==> src/rtl/pipe_ret_buf.sv <==
// pipe_ret_buf
//   Return-side buffer for a fixed-latency, never-stalling compute pipe.
//   Work is issued into the pipe only while credit remains. Results come
//   back PIPE_NUM cycles later and land in a first-word-fall-through FIFO,
//   which is presented downstream with valid/ready handshaking. One credit
//   corresponds to one FIFO entry, so a returning result always has a slot.
//
// Ports
//   clk        clock
//   rst        asynchronous active-high reset
//   in_vld     upstream has work
//   in_rdy     credit available (decoded from the registered credit count)
//   issue      in_vld & in_rdy, drives the pipe's valid input
//   pipe_vld   result valid at the pipe output
//   pipe_data  result data, qualified by pipe_vld
//   out_vld    FIFO not empty
//   out_data   FIFO head
//   out_rdy    downstream accepts the head
//   level      FIFO occupancy
//   err        sticky: [0] write while full, [1] return with nothing in flight
module pipe_ret_buf #(
  parameter int PIPE_NUM = 10,
  parameter int DW       = 32,
  parameter int DEPTH    = 16,
  parameter int AW       = 4
) (
  input  logic          clk,
  input  logic          rst,
  input  logic          in_vld,
  output logic          in_rdy,
  output logic          issue,
  input  logic          pipe_vld,
  input  logic [DW-1:0] pipe_data,
  output logic          out_vld,
  output logic [DW-1:0] out_data,
  input  logic          out_rdy,
  output logic [AW:0]   level,
  output logic [1:0]    err
);

  localparam logic [AW:0] CNT_MAX = (AW+1)'(DEPTH);

  if (PIPE_NUM < 1) begin : g_bad_pipe_num
    $error("pipe_ret_buf: PIPE_NUM must be at least 1");
  end
  if (DEPTH < 2 || DEPTH != (1 << AW)) begin : g_bad_depth
    $error("pipe_ret_buf: DEPTH must be a power of two >= 2 equal to 2**AW");
  end

  logic [AW:0]   cred;
  logic [AW:0]   inflight;
  logic [AW:0]   wr_ptr;
  logic [AW:0]   rd_ptr;
  logic [DW-1:0] mem [DEPTH];

  logic empty;
  logic full;
  logic pop;
  logic wr_en;

  // Up/down counter step clamped to 0..CNT_MAX; simultaneous inc and dec cancel.
  // The clamp keeps inflight from underflowing on spurious returns and keeps
  // cred from exceeding DEPTH when spuriously written data is popped.
  function automatic logic [AW:0] sat_step(input logic [AW:0] cur,
                                           input logic        inc,
                                           input logic        dec);
    if (inc && !dec) return (cur == CNT_MAX) ? cur : cur + 1'b1;
    if (dec && !inc) return (cur == '0) ? cur : cur - 1'b1;
    return cur;
  endfunction

  // Pointers carry one extra wrap bit to tell full from empty.
  assign empty    = (wr_ptr == rd_ptr);
  assign full     = (wr_ptr[AW] != rd_ptr[AW]) && (wr_ptr[AW-1:0] == rd_ptr[AW-1:0]);
  assign in_rdy   = (cred != '0);
  assign issue    = in_vld & in_rdy;
  assign out_vld  = !empty;
  assign pop      = out_vld & out_rdy;
  // A full FIFO still accepts a write when the head leaves in the same cycle.
  assign wr_en    = pipe_vld & (!full | pop);
  assign level    = wr_ptr - rd_ptr;
  assign out_data = mem[rd_ptr[AW-1:0]];

  // Control state: credits, in-flight count, pointers, sticky errors
  always_ff @(posedge clk or posedge rst) begin
    if (rst) begin
      cred     <= CNT_MAX;
      inflight <= '0;
      wr_ptr   <= '0;
      rd_ptr   <= '0;
      err      <= '0;
    end else begin
      cred     <= sat_step(cred, pop, issue);
      inflight <= sat_step(inflight, issue, pipe_vld);
      if (wr_en) wr_ptr <= wr_ptr + 1'b1;
      if (pop)   rd_ptr <= rd_ptr + 1'b1;
      if (pipe_vld && full && !pop) err[0] <= 1'b1;
      if (pipe_vld && inflight == '0) err[1] <= 1'b1;
    end
  end

  // Storage array, data only
  always_ff @(posedge clk) begin
    if (wr_en) mem[wr_ptr[AW-1:0]] <= pipe_data;
  end

endmodule
==> config.mk <==
export PLATFORM = sky130hd
export DESIGN_NAME = pipe_ret_buf
export DESIGN_NICKNAME = d
export VERILOG_FILES = /design/src/rtl/pipe_ret_buf.sv
export SDC_FILE = /design/constraint.sdc
export NUM_CORES = 1
export LEC_CHECK = 0
export ABC_AREA = 1
export BUFFER_PORTS_ARGS = -buffer_cell sky130_fd_sc_hd__buf_4
export CORE_MARGIN = 2
export CORE_UTILIZATION = 30
export CTS_CLUSTER_SIZE = 30
export DETAILED_ROUTE_END_ITERATION = 6
export SKIP_LAST_GASP = 1
export SYNTH_ARGS = -nofsm -noshare
export SYNTH_HDL_FRONTEND = slang
export SYNTH_SLANG_ARGS = --single-unit
export TNS_END_PERCENT = 10
==> constraint.sdc <==
create_clock -name clk -period 6.4 [get_ports clk]
set_input_delay 0.64 -clock clk [delete_from_list [all_inputs] [get_ports clk]]
set_output_delay 0.64 -clock clk [all_outputs]
set_load 0.02 [all_outputs]
# After elaboration in Yosys (flattened, before gate mapping)
# Memory sizes are Yosys's and may differ from the RTL's.
# Cells that the tools add are included.
# classes
n_mux	20
eq_ne	7
addsub	7
n_bitwise	4
reduce_logical	20
# ops
operator	count
two-way mux 5 bit	12
adder 5 x 1 -> 5 bit (second input constant)	4
equality test 5 bit (second input constant)	2
logical NOT 5 bit	2
subtractor 5 x 1 -> 5 bit (second input constant)	2
logical AND 1 bit	8
two-way mux 1 bit	8
!= test 3 bit (second input constant)	2
equality test 5 bit	1
logical NOT 1 bit	5
nonzero test 5 bit	1
subtractor 5 bit	1
equality test 4 bit	1
AND reduction 2 bit	2
nonzero test 2 bit	2
bitwise AND 1 bit	3
!= test 1 bit	1
bitwise OR 1 bit	1
# totals
word_cells	65
input_bits	37
ramBits	512
out_inout_bits	42
register_bits	22
mem_count	1
# memory_table
name	words	word_bits	read_ports	rd_clocked_by_memory_dff	wr	line_no	source
mem	16	32	1	0	1	54	logic [DW-1:0] mem [DEPTH];

# Logic depth before layout (Yosys ltp)
# Gate-level depths: netlist of the first run.
# depth
word_depth	9
mapped_depth	16

# Worst setup path before layout of the first run
# Ideal clock, no wire load.
# synth_path
kind	register -> register
startpoint	register rd_ptr[2]
endpoint	memory mem[11][0], enable pin
stages_incl_launch_ff	11
required_ps	5979
arrival_time_ps	2955
synth_period_minus_slack_ps	3376
setup_slack_ps	3024
n_path_buf	3
path_cell_list	dfrtp_1 > buf_2 > inv_1 > buf_2 > ha_1 > nand2_1 > nor2_4 > nand2_4 > nand2_4 > buf_6 > nor2_1
# synth_via
elab_chain_cells	7
# synth_lines
item	line_no	source
from (decl)	53	logic [AW:0] rd_ptr;
from (signal assigned)	96	if (pop) rd_ptr <= rd_ptr + 1'b1;
equality test 5 bit / equality test 4 bit (equally long branches)	73, 74	
logical NOT 1 bit / logical AND 1 bit (equally long branches)	77, 74	
bitwise AND 1 bit / logical NOT 1 bit (equally long branches)	78, 80	
bitwise OR 1 bit (*)	80	assign wr_en = pipe_vld & (!full | pop);
bitwise AND 1 bit (*)	80	
two-way mux 1 bit (*)	104	if (wr_en) mem[wr_ptr[AW-1:0]] <= pipe_data;
two-way mux 1 bit (not written as such) (*)	104	
to (decl)	54	
# Every way passes the cells marked *; elsewhere a longest branch is shown, timed or not.

# Worst setup path in the final report of the first run
# layout_path
startpoint	register rd_ptr[1]
endpoint	output port out_data[12]
# layout_via
elab_chain_cells	1
# layout_lines
item	line_no	source
memory (16 x 32 bit)	n/a	
to (decl)	35	output logic [DW-1:0] out_data,
# No other way between the ends.

==> flow_summary.toml, run 1 <==
[status]
outcome = "finished, final reports clean"

[yosys]
synth_fp_nets = 2378
seq_area_frac_synth_pct = 67.40
ys.warnings.count = 0
synthDistinctLibCells = 28
synthesis.area_um2 = 23630
synth.avg_cell_area_um2 = 10.17
synthCells = 2323
ys_ff_latch = 534

[placement]
portBuffers = 78
finalWeightedCongestion = 0.7564
detailedPlacementHpwl_um = 30420

[pwr]
p_sw_mw = 4.453
switching_share_pct = 38.05
power_report.internal_total_mw = 7.252
highest_ir_drop_seen_on_vdd_mv = 0.3830
cellPowerDensity_nw_per_um2 = 437.6
pwr-share-comb_pct = 36.9
cellLeakagePower_nw = 11.20
totalPowerFinal_mw = 11.71
pwr-share-clk_pct = 25.8
sequentialPowerShare_pct = 37.2

[floorplanning]
floorplan.initialDensity_pct = 30.40
die_height_um = 284.7
fp-row-count = 102
ioPinCount = 79
placeableCoreArea_um2 = 77720
die_w_um = 284.7
floorplan.die_area_um2 = 81030

[routing]
drt-initial-drc-count = 1247
route.final.wire_length_um = 55190
drcViolationCount = 0
drt-wirelength-per-cell_um = 16.02
drt_first_pass_iters = 6
post_detailed_route_via_to_cell_ratio = 4.380
vias = 15090
number_of_antenna_violating_nets_in_the_routed_design = 0

[clocking]
clockRootBuffer = "clkbuf_16"
clk_transition_reported_paths_ns = 0.06
cts_buffer_depth = 3
count_of_h_tree_levels_built_during_cts = 2
clkLatencyLatePin_ns = 0.59
cts.sinks = 534
post_cts_resized = 0
cts_post_setup_buffers_inserted = 0
cts-hold-fix-buffers = 0
cts_made_buffers = 52
cts_tree = "done"

[timing]
post-route-period-util_pct = 67.23
tns_ns = 0
max_freq_ghz = 0.2324
setup_violations_final = 0
layout_min_cycle_time_ns = 4.302
setup_repair_after_global_routing_missed_its_margin = "false"
worstMarginPinSlew_ns = 1.302
slew-limit-headroom_pct = 12.96
final_max_slew_viol_count = 0
clock-skew-final_ns = 0.009466
hold_viol = 0
hold_slack_ns = 0.2948

[final_layout]
ant_diodes = 0
syn_to_final_growth_pct = 13.21
fillers = 7659
fin_util_pct = 34.42
layout.nets = 2423
final_layout_size_suffix_gt1_share_pct = 8.150
regArea_um2 = 15940
multi_input_area_um2 = 5894

[global_routing]
grtUsageTotal_pct = 13.56
grt_pass1_wl_um = 85970
via_count_of_the_first_global_routing_pass = 14510
grt_remaining_overflow = 0
grt_max_degree = 166
grt_antenna_before_repair = 0

[critical_path]
worstPathArrival_ns = 3.66
critPathKind = "flop to output pin"
critical_path_buf_inv_count = 4
critical_path.max_stage_delay_ns = 0.79
timing.critical_path.fanout_max = 66
reg2reg_setup_slack_ns = 2.74
critPathMostFrequentCell = "nand2_1"
cp_slowest_cell = "buf_4"
cp_cell_sequence = "buf_4, buf_4, nand3_1, nand2_1, nand2_1, nand2_1, inv_1, nand2_1, buf_4"
cp-start-kind = "flop"
cp-end-kind = "output pin"
cp_data_required_time_ns = 5.76
cpLargestDelayFamily = "buffers and inverters"

[min_path]
min-delay-path-class = "input port to async pin"

[flow_run]
maxCapViolCount = 0
-- state kept, by name, indices dropped and copies added (netlist names) --
register / flops
mem: 512
wr_ptr: 5
inflight: 5
cred: 5
rd_ptr: 5
err: 2
-- worst register-to-register path, delay by kind of cell (launching register included) --
family	cells	cell delay, ns
buf+inv	2	1.00
fa+ha+maj	1	0.37
simple gates	5	1.27
flops	1	0.65
-- power groups by stage --
| stage | Clock, mW | Combinational, mW | Sequential [mW] |
|---|---|---|---|
| final | 3.03 | 4.32 | 4.36 |
| after global routing | 3.20 | 4.85 | 4.39 |
| after CTS | 3.09 | 4.43 | 4.36 |
| after detailed placement | 0 | 4.41 | 4.43 |
| after global placement | 0 | 4.40 | 4.43 |
| after floorplan | 0 | 3.13 | 4.32 |
-- layer usage --
metal	track usage (%)	vias to the layer above	part of all wire, %
met5	0	-	0
met4	3.316	0	1.9
met2	22.66	344	48
met1	18.47	7140	46
li1	-	7531	-
met3	2.014	75	4.4
-- area by class of cell --
cell class / count / share of cell area, %
tap: 1040 / 4.864
multi-input combinational: 1357 / 22.03
clock inverter: 23 / 0.9869
clock buffer: 68 / 5.168
inverter: 326 / 4.612
timing repair buffer: 97 / 2.769
sequential: 534 / 59.57
-- per-stage QoR --
step                instances  instance area (um^2)  setup slack, ns
detailed placement       3354                 25110            2.664
CTS                      3445                 26750            2.063
global route             3445                 26750            1.881
finish                   3445                 26750            2.098
floorplan                2323                 23630            3.024
global placement         3354                 25110            2.668
-- Yosys cell counts --
| master | count | area share (%) |
|---|---|---|
| nand2_1 | 913 | 15 |
| edfxtp_1 | 512 | 65 |
| inv_1 | 322 | 5.1 |
| nand3_1 | 261 | 5.5 |
| nor2_1 | 90 | 1.4 |
| buf_2 | 50 | 1.1 |
| o21ai_0 | 37 | 0.78 |
| buf_6 | 26 | 1.2 |
| dfrtp_1 | 21 | 2.2 |
| ha_1 | 17 | 0.90 |
| buf_1 | 12 | 0.19 |
| buf_4 | 9 | 0.29 |
| xor2_1 | 9 | 0.33 |
| clkbuf_1 | 8 | 0.13 |
| nand4_1 | 6 | 0.16 |
| xnor2_1 | 6 | 0.22 |
| nor2_2 | 5 | 0.13 |
| inv_2 | 3 | 0.048 |
| nand2_2 | 3 | 0.079 |
| a21oi_1 | 2 | 0.042 |
| nand2_4 | 2 | 0.095 |
| o21ai_1 | 2 | 0.042 |
| o21bai_1 | 2 | 0.064 |
| buf_8 | 1 | 0.064 |
| dfstp_2 | 1 | 0.11 |
| fa_1 | 1 | 0.085 |
| inv_4 | 1 | 0.026 |
| nor2_4 | 1 | 0.048 |
-- layout by cell type (no fill, tap or decap), types with 18 or more instances in the layout --
cell,netlist,routed
nor2_1,90,77
clkbuf_16,0,53
inv_1,322,321
nor2_4,1,18
edfxtp_1,512,512
nand3_1,261,261
dfrtp_1,21,18
nand2_1,913,913
o21ai_0,37,37
buf_4,9,96
-- cells by family (layout without fill, tap and decap cells) --
family / Yosys count / count (layout) / synth area share, %
buffers and inverters: 432 / 514 / 8.154
AND/OR/NAND/NOR: 1281 / 1281 / 21.97
AO/OA/AOI/OAI: 43 / 43 / 0.9319
flip-flops: 534 / 534 / 67.40
XOR/XNOR: 15 / 15 / 0.5560
adder cells (fa/ha/maj): 18 / 18 / 0.9848
-- final timing paths --
path | startpoint | endpoint | depth (start not counted)
hold / removal | rst | cred[3] | 2
setup reg to reg | rd_ptr[1] | mem[3][5] | 8
max in group asynchronous | rst | rd_ptr[0] | 2
hold reg to reg | err[1] | err[1] | 1
min in group clk | pipe_data[21] | mem[0][21] | 1
setup / recovery | rd_ptr[1] | out_data[12] | 9
No activity file was read; power rests on OpenSTA's default activity.
==> inputs of run 2 (changes only) <==
Clock period 6.4 ns to 4.15 ns, I/O delays scaled along.
==> run 2 against run 1 <==
  * Combinational power grew 59%
  * Cell count rose by 0.38%
  * First-iteration DRC count decreased by 21%
  * Die area is the same
  * Global-route usage increased by 0.17 points
  * Non-clock buffer count increased by 16
==> flow_summary.toml, run 2 (synthesized netlist as in run 1, its figures left out) <==
[status]
outcome = "finished, final reports clean"

[placement]
portBuffers = 78
setup_slack_after_placement_ns = 1.168
post_dp_cell_area_um2 = 25380
dp.cells = 3370
detailedPlacementHpwl_um = 30420
finalWeightedCongestion = 0.7443

[routing]
number_of_antenna_violating_nets_in_the_routed_design = 0
vias = 15230
drt-wirelength-per-cell_um = 16.21
drt-initial-drc-count = 981
post_detailed_route_via_to_cell_ratio = 4.403
route.final.wire_length_um = 56040
drt_first_pass_iters = 7
drcViolationCount = 0

[timing]
hold_slack_ns = 0.07443
tns_ns = 0
timing.final.ws_setup_ns = 0.6556
max_freq_ghz = 0.2862
hold_viol = 0
layout_min_cycle_time_ns = 3.494
final_max_slew_viol_count = 0
post-route-period-util_pct = 84.20
setup_repair_after_global_routing_missed_its_margin = "false"
clock-skew-final_ns = 0.01725
setup_violations_final = 0
worstMarginPinSlew_ns = 1.019
slew-limit-headroom_pct = 32.05

[final_layout]
stdcell_area_um2 = 26870
layout.nets = 2437
fillers = 7724
fin_util_pct = 34.58
layout.cells.most_common = "nand2_1"
largest_register_ffs = 512
ant_diodes = 0
layoutNonFillerInstCount = 3458
syn_to_final_growth_pct = 13.72
final_layout_size_suffix_gt1_share_pct = 8.768
final_cell_mix = "nand2_1 (913), edfxtp_1 (512), inv_1 (321), nand3_1 (261), buf_4 (100)"

[pwr]
highest_ir_drop_seen_on_vdd_mv = 0.5711
cellPowerDensity_nw_per_um2 = 662.5
cellLeakagePower_nw = 11.26
totalPowerFinal_mw = 17.80

[critical_path]
critical_path.max_stage_delay_ns = 0.70
critical_path_buf_inv_count = 5
cpLargestDelayFamily = "buffers and inverters"
cp-start-kind = "flop"
critPathMostFrequentCell = "nand2_1"
cp_slowest_cell = "buf_4"
worstPathArrival_ns = 3.08
cp_cell_sequence = "inv_4, buf_4, buf_4, nand3_1, nand2_1, nand2_1, nand2_1, inv_1, nand2_1, buf_4"
timing.critical_path.fanout_max = 54
cp_data_required_time_ns = 3.73
critPathKind = "flop to output pin"
cp-end-kind = "output pin"

[clocking]
clkLatencyLatePin_ns = 0.57
cts_tree = "done"
cts_made_buffers = 50
cts.sinks = 534
cts-hold-fix-buffers = 0
count_of_h_tree_levels_built_during_cts = 2
clockRootBuffer = "clkbuf_16"
cts_buffer_depth = 3
clk_transition_reported_paths_ns = 0.06
cts_post_setup_buffers_inserted = 0
post_cts_resized = 0

[global_routing]
grt_max_degree = 163
grt_antenna_before_repair = 1
grt_pass1_wl_um = 86620
grt_remaining_overflow = 0
via_count_of_the_first_global_routing_pass = 14590
grtUsageTotal_pct = 13.72

[floorplanning]
die_w_um = 284.7
ioPinCount = 79
floorplan.initialDensity_pct = 30.40
die_height_um = 284.7
fp-row-count = 102
placeableCoreArea_um2 = 77720
floorplan.die_area_um2 = 81030

[min_path]
min-delay-path-class = "input port to async pin"

[flow_run]
maxCapViolCount = 0
run 2: cell count changes in the layout (fill, tap and decap cells not counted), sizes merged:
cell and change:
buf +16, bufinv -4, clkbuf -4, clkinv +2, clkinvlp +1, inv +2
run 2: worst paths after layout:
check	to	depth (start not counted)	from	slack, ns
max in group asynchronous	rd_ptr[0]	2	rst	3.38
worst min-delay path	err[1]	2	rst	0.07
worst min register to register	err[1]	1	err[1]	0.48
worst max-delay path	out_data[28]	10	rd_ptr[1]	0.66
min in group clk	mem[2][21]	1	pipe_data[21]	0.14
worst max register to register	mem[5][26]	7	rd_ptr[0]	1.32
run 2: worst reg2reg max path, cell delays in order (launching register included):
cell	delay, ns
dfrtp_4	0.71
ha_1	0.34
nand2_1	0.11
nor2_4	0.06
nand2_4	0.12
nand2_4	0.30
nor2_4	0.65
buf_12	0.26
run 2: report_power, final:
part | internal (mW) | switching, mW
Clock | 2.37 | 1.92
Sequential | 6.41 | 0.260
Combinational | 2.14 | 4.70
Total | 10.9 | 6.88
run 2: metal layers:
layer	track usage, %	up-vias	routed length [um]
li1	-	7564	-
met1	18.23	7284	25400
met2	23.37	305	26850
met3	1.990	70	2619
met4	3.671	2	1161
met5	0	-	16
run 2: area by class of cell:
class / instances / area [um^2] / area share (%)
sequential: 534 / 15940 / 59.30
multi-input combinational: 1357 / 5894 / 21.93
clock buffer: 64 / 1325 / 4.931
tap: 1040 / 1301 / 4.842
inverter: 326 / 1234 / 4.591
timing repair buffer: 113 / 1011 / 3.762
clock inverter: 24 / 172.7 / 0.6425
==> inputs of run 3 (changes only) <==
Clock period 4.15 ns to 3.4 ns, I/O delays scaled along.
==> run 3 against run 2 <==
  * Cell area up 0.79%
  * Sequential power up 21%
  * Sequential share of layout area down 0.47 points
==> flow_summary.toml, run 3 (synthesized netlist as in run 1, its figures left out) <==
[critical_path]
cp_data_required_time_ns = 3.06
critPathKind = "flop to output pin"
critPathMostFrequentCell = "nand2_1"
worstPathArrival_ns = 2.80
critical_path.max_stage_delay_ns = 0.61
cp_slowest_cell = "buf_12"
cp-start-kind = "flop"
cp_cell_sequence = "buf_12, nand2_1, nand3_1, nand2_1, nand2_1, nand2_1, inv_1, nand2_1, buf_4"
cp-end-kind = "output pin"
timing.critical_path.fanout_max = 193

[clocking]
count_of_h_tree_levels_built_during_cts = 2
clockRootBuffer = "clkbuf_16"
cts_buffer_depth = 3
clkLatencyLatePin_ns = 0.59
cts_post_setup_buffers_inserted = 0
cts-hold-fix-buffers = 1
clk_transition_reported_paths_ns = 0.06
cts_made_buffers = 53
post_cts_resized = 0
cts.sinks = 534
cts_tree = "done"

[timing]
worstMarginPinSlew_ns = 0.9922
timing.final.ws_setup_ns = 0.2589
layout_min_cycle_time_ns = 3.141
hold_viol = 0
final_max_slew_viol_count = 0
setup_repair_after_global_routing_missed_its_margin = "false"
clock-skew-final_ns = 0.009545
post-route-period-util_pct = 92.39
tns_ns = 0
slew-limit-headroom_pct = 33.85
max_freq_ghz = 0.3184
setup_violations_final = 0

[routing]
number_of_antenna_violating_nets_in_the_routed_design = 0
post_detailed_route_via_to_cell_ratio = 4.472
route.final.wire_length_um = 58870
vias = 15550
drt_first_pass_iters = 5
drt-initial-drc-count = 1352
drt-wirelength-per-cell_um = 16.93
drcViolationCount = 0

[min_path]
min-delay-path-class = "input port to flop"

[final_layout]
layout.nets = 2448
multi_input_area_um2 = 5894
final_cell_mix = "nand2_1 (913), edfxtp_1 (512), inv_1 (321), nand3_1 (261), buf_4 (112)"
layout.cells.most_common = "nand2_1"
fillers = 7710
stdcell_area_um2 = 27090
largest_register_ffs = 512
syn_to_final_growth_pct = 14.62
regArea_um2 = 15940
layoutNonFillerInstCount = 3478
final_layout_size_suffix_gt1_share_pct = 9.721
ant_diodes = 0

[placement]
detailedPlacementHpwl_um = 34690
post_dp_cell_area_um2 = 25370
setup_slack_after_placement_ns = 0.8800
dp.cells = 3377
finalWeightedCongestion = 0.7729
portBuffers = 78

[pwr]
cellLeakagePower_nw = 11.40
pwr-share-clk_pct = 25.6
sequentialPowerShare_pct = 35.9
pwr-share-comb_pct = 38.5
power_report.internal_total_mw = 13.75
cellPowerDensity_nw_per_um2 = 830.1
highest_ir_drop_seen_on_vdd_mv = 0.7398
switching_share_pct = 38.85
p_sw_mw = 8.735

[global_routing]
grt_antenna_before_repair = 0
via_count_of_the_first_global_routing_pass = 14770
grt_pass1_wl_um = 90200
grtUsageTotal_pct = 14.46
grt_remaining_overflow = 0
grt_max_degree = 194

[floorplanning]
fp-row-count = 102
floorplan.die_area_um2 = 81030
die_w_um = 284.7
die_height_um = 284.7
ioPinCount = 79
placeableCoreArea_um2 = 77720
floorplan.initialDensity_pct = 30.40

[status]
outcome = "finished, final reports clean"

[flow_run]
maxCapViolCount = 0
## run 3: path summary, 6_finish.rpt
kind | start | to | slack [ns] | cells after the start
hold reg to reg | err[1] | err[1] | 0.48 | 1
setup reg to reg | wr_ptr[2] | mem[6][19] | 0.88 | 7
hold / removal | pipe_vld | wr_ptr[2] | 0.07 | 3
max in group asynchronous | rst | rd_ptr[0] | 2.26 | 3
setup / recovery | rd_ptr[0] | out_data[8] | 0.26 | 9
min in group asynchronous | rst | cred[0] | 0.50 | 3
## run 3: layout make-up
cell class                 instances  share of cell area, %
sequential                       534                  58.83
timing repair buffer             121                  3.732
tap                             1040                  4.804
multi-input combinational       1357                  21.76
clock buffer                      63                  5.229
inverter                         326                  4.555
clock inverter                    37                  1.086
## run 3: power groups by stage
stage / combinational, mW / sequential (mW) / clock, mW
final: 8.65 / 8.08 / 5.75
after global routing: 9.65 / 8.14 / 6.12
after CTS: 8.79 / 8.09 / 5.87
after detailed placement: 8.75 / 8.23 / 0
after global placement: 8.74 / 8.21 / 0
after floorplan: 5.89 / 8.14 / 0
## run 3: per-layer routing
metal / vias to the layer above / share of wire, % / wire length (um) / track usage (%)
met5: - / 0 / 0 / 0
met3: 72 / 5.7 / 3357 / 2.440
met4: 0 / 2.1 / 1226 / 3.763
li1: 7598 / - / - / -
met1: 7482 / 46 / 27350 / 20.57
met2: 400 / 46 / 26940 / 22.80
## run 3: metrics by stage
step | utilization, % | power (mW) | hold WS [ns]
floorplan | - | 14.03 | 0.3285
global placement | 32.64 | 16.95 | 0.4626
detailed placement | 32.64 | 16.98 | 0.4684
CTS | 34.85 | 22.75 | 0.02785
global route | 34.85 | 23.91 | 0.04487
finish | 34.85 | 22.48 | 0.06803
## run 3: worst max-delay path, delay by kind of cell, from the launching register on
family / cells / cell delay (ns)
buffers and inverters: 3 / 0.86
and+or+nand+nor: 6 / 0.67
DFF: 1 / 0.48
